===== src/rtl/history_copy_ctrl.sv =====
// LZ-style history copy controller: turns literal/copy tokens into a 1 byte/cycle
// output stream, reading far matches from history RAM and short ones from a 4-byte window.
module history_copy_ctrl (
    input  logic        clk,
    input  logic        rst,
    input  logic        tok_valid,
    input  logic        tok_is_copy,
    input  logic [7:0]  tok_literal,
    input  logic [10:0] tok_offset,
    input  logic [11:0] tok_length,
    output logic        tok_ready,
    output logic [10:0] hist_raddr,
    output logic        hist_rd,
    input  logic [7:0]  hist_rdata,
    output logic [7:0]  decode_result,
    output logic        result_valid,
    output logic        tok_error
);

    typedef enum logic [1:0] {S_IDLE, S_COPY, S_DRAIN} state_t;

    localparam int HIST_N = 4;

    state_t                   r_state, w_state_nxt;
    logic [10:0]              r_wptr;
    logic [10:0]              r_src;
    logic [11:0]              r_rem;
    logic [10:0]              r_off;
    logic [HIST_N-1:0][7:0]   r_shift;
    logic [7:0]               r_lit;
    logic                     r_valid;
    logic                     r_from_ram;
    logic                     r_err;
    logic                     r_rdy_en;

    logic                     w_accept;
    logic                     w_legal;
    logic                     w_bypass;
    logic [10:0]              w_wptr_nxt;
    logic [HIST_N-1:0][7:0]   w_hist;
    logic [1:0]               w_byp_idx;
    logic [7:0]               w_byp_byte;

    assign tok_ready     = (r_state == S_IDLE) && r_rdy_en;
    assign w_accept      = tok_valid && tok_ready;
    assign w_legal       = (tok_offset != 11'd0) && (tok_length != 12'd0);
    assign w_bypass      = (r_off < 11'd5);

    // Address the next emitted byte will land on, counting a byte still in flight.
    assign w_wptr_nxt    = r_wptr + {10'd0, r_valid};

    assign decode_result = r_from_ram ? hist_rdata : r_lit;
    assign result_valid  = r_valid;
    assign tok_error     = r_err;

    // Window seen by the bypass path includes the byte on the output this cycle.
    assign w_hist        = r_valid ? {r_shift[HIST_N-2:0], decode_result} : r_shift;
    assign w_byp_idx     = r_off[1:0] - 2'd1;
    assign w_byp_byte    = w_hist[w_byp_idx];

    assign hist_rd       = (r_state == S_COPY) && !w_bypass;
    assign hist_raddr    = r_src;

    always_ff @(posedge clk or negedge rst) begin
        if (!rst) r_state <= S_IDLE;
        else      r_state <= w_state_nxt;
    end

    always_comb begin
        w_state_nxt = r_state;
        case (r_state)
            S_IDLE:  if (w_accept && tok_is_copy && w_legal) w_state_nxt = S_COPY;
            S_COPY:  if (r_rem == 12'd1) w_state_nxt = S_DRAIN;
            S_DRAIN: w_state_nxt = S_IDLE;
            default: w_state_nxt = S_IDLE;
        endcase
    end

    always_ff @(posedge clk or negedge rst) begin
        if (!rst) begin
            r_wptr     <= '0;
            r_src      <= '0;
            r_rem      <= '0;
            r_off      <= '0;
            r_shift    <= '0;
            r_lit      <= '0;
            r_valid    <= 1'b0;
            r_from_ram <= 1'b0;
            r_err      <= 1'b0;
            r_rdy_en   <= 1'b0;
        end else begin
            r_rdy_en   <= 1'b1;
            r_valid    <= 1'b0;
            r_from_ram <= 1'b0;
            r_err      <= 1'b0;
            if (r_valid) begin
                r_wptr  <= r_wptr + 11'd1;
                r_shift <= {r_shift[HIST_N-2:0], decode_result};
            end
            case (r_state)
                S_IDLE: begin
                    if (w_accept) begin
                        if (!tok_is_copy) begin
                            r_lit   <= tok_literal;
                            r_valid <= 1'b1;
                        end else if (w_legal) begin
                            r_off <= tok_offset;
                            r_rem <= tok_length;
                            r_src <= w_wptr_nxt - tok_offset;
                        end else begin
                            r_err <= 1'b1;
                        end
                    end
                end
                S_COPY: begin
                    r_rem   <= r_rem - 12'd1;
                    r_valid <= 1'b1;
                    if (w_bypass) begin
                        r_lit <= w_byp_byte;
                    end else begin
                        r_src      <= r_src + 11'd1;
                        r_from_ram <= 1'b1;
                    end
                end
                default: ;
            endcase
        end
    end

endmodule


===== config.mk =====
export PLATFORM = sky130hd
export DESIGN_NAME = history_copy_ctrl
export DESIGN_NICKNAME = d
export VERILOG_FILES = /design/src/rtl/history_copy_ctrl.sv
export SDC_FILE = /design/constraint.sdc
export NUM_CORES = 1
export LEC_CHECK = 0
export BUFFER_PORTS_ARGS = -buffer_cell sky130_fd_sc_hd__buf_2
export CORE_MARGIN = 2
export CORE_UTILIZATION = 61
export CTS_CLUSTER_SIZE = 20
export DETAILED_ROUTE_END_ITERATION = 10
export PLACE_DENSITY = 0.84
export SYNTH_ARGS = -nofsm -noshare
export SYNTH_HDL_FRONTEND = slang
export SYNTH_SLANG_ARGS = --single-unit

===== constraint.sdc =====
create_clock -name clk -period 4.2 [get_ports clk]
set_input_delay 0.84 -clock clk [delete_from_list [all_inputs] [get_ports clk]]
set_output_delay 0.84 -clock clk [all_outputs]
set_load 0.02 [all_outputs]

==> results.md <==
* Outcome: complete, no violations
* Per-cell routed wire length at 16.14 microns
* Global route hottest layer: met2
* First-pass GRT wire length at 18,400 microns
* Final cycle utilization of the critical path at 0.6813
* Hold Startpoint: r_lit[2]
* Critical path launch point type: input port
* Initial cell density of the core at 0.6207
* Layout area overhead at 12.23%
* Global-route track usage on met3 at 0.05587
* Total of endpoints with negative setup slack in the final report at 0
* Slowest stage cell, crit path: fa_1
* Reg2reg end: hist_raddr[10]
* Worst r2r path cells at 10
* DP HPWL at 7837 microns
* Ports at 66
* Clock net sink count at 91
* WS Path Type: input port to register
* Core outline area at 8093 sq um
* CTS Buf Count at 9
* Number of search-and-repair iterations in the first detailed-routing pass at 4
* Most instantiated cells after synthesis: dfrtp_1 (91), o21ai_0 (53), nand2_1 (51)
* Number of core rows at 33
* Post-route total power at 1.638 mW
* Achievable clock frequency at 349.5 MHz
* Placement Cell Area at 5416 sq um
* Crit path arrival time at 3.13 ns
* Peak fanout along the critical path at 5
* Initial antenna violation count at 0
* Width of the die at 94.75 microns
* Layout cell share with drive strength beyond 1 at 0.2391
* Final period demand of the worst path at 2.861 ns
* Area of the die at 8978 sq um
* Reg2Reg Setup Slack at 1.42 ns
* Biggest cell delay along the critical path at 0.37 ns
* Total standard cell area after synthesis at 5024 sq um
* Number of flops mapped to enable cells by yosys at 0
* RSZ-0062 raised after global routing: no
* Number of vias after detailed routing at 4,039
* Type of destination of the critical path: register
* Worst vdd rail ir drop at 0.0001796 V
* N_diodes at 0
* Number of hold violations in the final report at 0
* Library cell used as clock root buffer: clkbuf_8
* Leakage power figure at 2.777 nW
* Clock transition at the register clock pins on the worst setup and hold paths after CTS at 0.09 ns
* Clock latency at the later pin of the worst-skew pair at 0.37 ns
* Number of buffers on the longest clock path at 2
* Height of the chip at 94.75 microns
* Antenna Nets Post-Route at 0
* Port Buffer Count at 65
* Buf+Inv Stages, Crit Path at 3
* Worst Hold End: r_lit[2]
* CTS tree: done
* Total global routing overflow at 0
* Buffer count from post-CTS setup fixing at 0
* Yosys cell types at 58
* Proportion of netlist area held by the largest area contributor at 0.4533
* Number of resized instances in the post-cts repair step at 0
* Flop and latch count out of synthesis at 91
* Synthesized net count at 577
* Cell types occupying the most area after synthesis: dfrtp_1 (45%), mux2_2 (8.7%), ha_1 (6.0%), o21ai_0 (5.3%), nand2_1 (3.8%)
* Largest net degree at the start of global routing at 64
* Post-route cell area at 5638 sq um
* Cell type contributing the most total cell area after synthesis: dfrtp_1
* CP Cell Sequence: buf_2, ha_1, inv_1, ha_1, inv_1, fa_1, nand2b_1, a21oi_1, o21bai_1, a31oi_1, xnor2_1, a221oi_1
* Worst R2R Start: result_valid
* Number of H-tree levels at 3
* Global placement routability congestion at 0.9509
* Cell area power density at 290.5 nW/um^2
* Number of global-route vias before repair at 3,929
* Top Family by Delay on Critical Path: compound AO/OA/AOI/OAI gates
* Number of DRC markers after the initial detailed-route iteration at 245
* Async S/R FF share, synth at 1.000
* Number of design rule violations left after detail routing at 0
* Data required time of the critical path at 4.47 ns
* Number of nets in the finished design at 636
* Setup tns final at 0 ns
* Worst slew margin relative to its limit at 0.4443
* Fin Hold WS at 0.4854 ns
* Fin Clk Skew at 0.01110 ns
* GRT Resource Usage Total at 0.2630
* Final wirelength at 10,940 microns
* Met1 global-route usage at 0.3524
* Post-synthesis cell count at 509
* Number of instances on the worst hold path at 2
* Ys Warns at 0
* CTS Hold Bufs at 0
* Global-route track usage on met2 at 0.4285
* Vias per inst at 5.957
* Number of max-capacitance violations reported at 0
* Main synth FF type: dfrtp_1
* Dominant cell by count in the synthesized netlist: dfrtp_1
* Worst-Margin Slew at 0.8266 ns
* Sequential element share of the synthesized area at 0.4533
* Mean cell area of the mapped netlist at 9.869 sq um
* Post-Layout Cell Count at 678
* Number of max-slew violations in the final report at 0
* Hold WC Path Type: register to register
* Cell total after placement at 662
-- cell usage in the layout, fill, tap and decap left out, types with 2 or more instances in the layout --
cell,count
xnor2_1,13
dfrtp_1,91
nand4_1,5
mux2_2,39
and3_1,2
bufinv_16,2
o31ai_1,2
nand2_1,51
a21oi_1,30
ha_1,24
mux2i_1,10
inv_6,2
nand3b_1,2
nor2b_1,4
nand2b_1,4
nor4_1,7
nand3_1,15
a31oi_1,5
a211oi_1,2
inv_1,29
xor2_1,5
o21bai_1,9
nor2_1,28
clkinvlp_4,2
clkbuf_8,9
o211ai_1,9
a22oi_1,2
o21ai_0,53
buf_2,64
a22o_1,2
buf_4,6
o22ai_1,5
nor3_1,12
-- where the power goes --
| group | total (mW) | internal (mW) | switching [mW] |
|---|---|---|---|
| Combinational | 0.0937 | 0.0372 | 0.0565 |
| Clock | 0.668 | 0.338 | 0.330 |
| Sequential | 0.876 | 0.876 | 0.000269 |
| Total | 1.64 | 1.25 | 0.387 |
-- worst min-delay path: stages, from the launching register on --
cell and delay (ns):
dfrtp_1 0.35, nand2_1 0.05, o21ai_0 0.06
-- routing by layer --
layer / vias to the layer above / share of wire
met5: - / 0
met3: 15 / 0.058
li1: 1926 / -
met4: 0 / 0.016
met2: 137 / 0.48
met1: 1961 / 0.44
-- how the worst max path moves through the flow --
stage	startpoint	endpoint	slack, ns	cells after the start
5_1_grt	tok_offset[0]	hist_raddr[10]	1.16	12
6_report	tok_offset[0]	hist_raddr[10]	1.34	12
4_1_cts	tok_offset[0]	hist_raddr[10]	1.36	12
2_1_floorplan	tok_offset[0]	hist_raddr[10]	1.33	11
3_3_place_gp	tok_offset[0]	hist_raddr[10]	1.06	12
3_5_place_dp	tok_offset[0]	hist_raddr[10]	0.98	12
-- flip-flops by register name, summed over array words and instances (netlist names) --
name,count
r_shift,32
r_rem,12
hist_raddr,11
r_off,11
r_wptr,11
r_lit,8
r_state,2
r_from_ram,1
r_rdy_en,1
result_valid,1
tok_error,1
-- stage by stage --
stage | util | worst slack (ns)
floorplan | - | 1.329
global placement | 0.6693 | 1.063
detailed placement | 0.6693 | 0.9768
CTS | 0.6967 | 1.360
global route | 0.6967 | 1.164
finish | 0.6967 | 1.339
-- kinds of logic after synthesis --
| family | after synthesis | share of synthesized area |
|---|---|---|
| other | 1 | 0.0007465 |
| and+or+nand+nor | 143 | 0.1425 |
| adders and majority gates | 25 | 0.06376 |
| AOI/OAI and AO/OA | 131 | 0.1582 |
| xor gates and xnor gates | 18 | 0.03138 |
| buffers and inverters | 51 | 0.04284 |
| DFF | 91 | 0.4533 |
| muxes | 49 | 0.1073 |
-- cell type report --
class                           instances  area, sq um
Tap cell                              105        131.4
Clock inverter                          7        97.59
Timing Repair Buffer                   70        365.4
Multi-Input combinational cell        367         2534
Sequential cell                        91         2277
Fill cell                             636         2455
Inverter                               29        108.9
Clock buffer                            9        123.9
(Power assumes the default switching activity.)
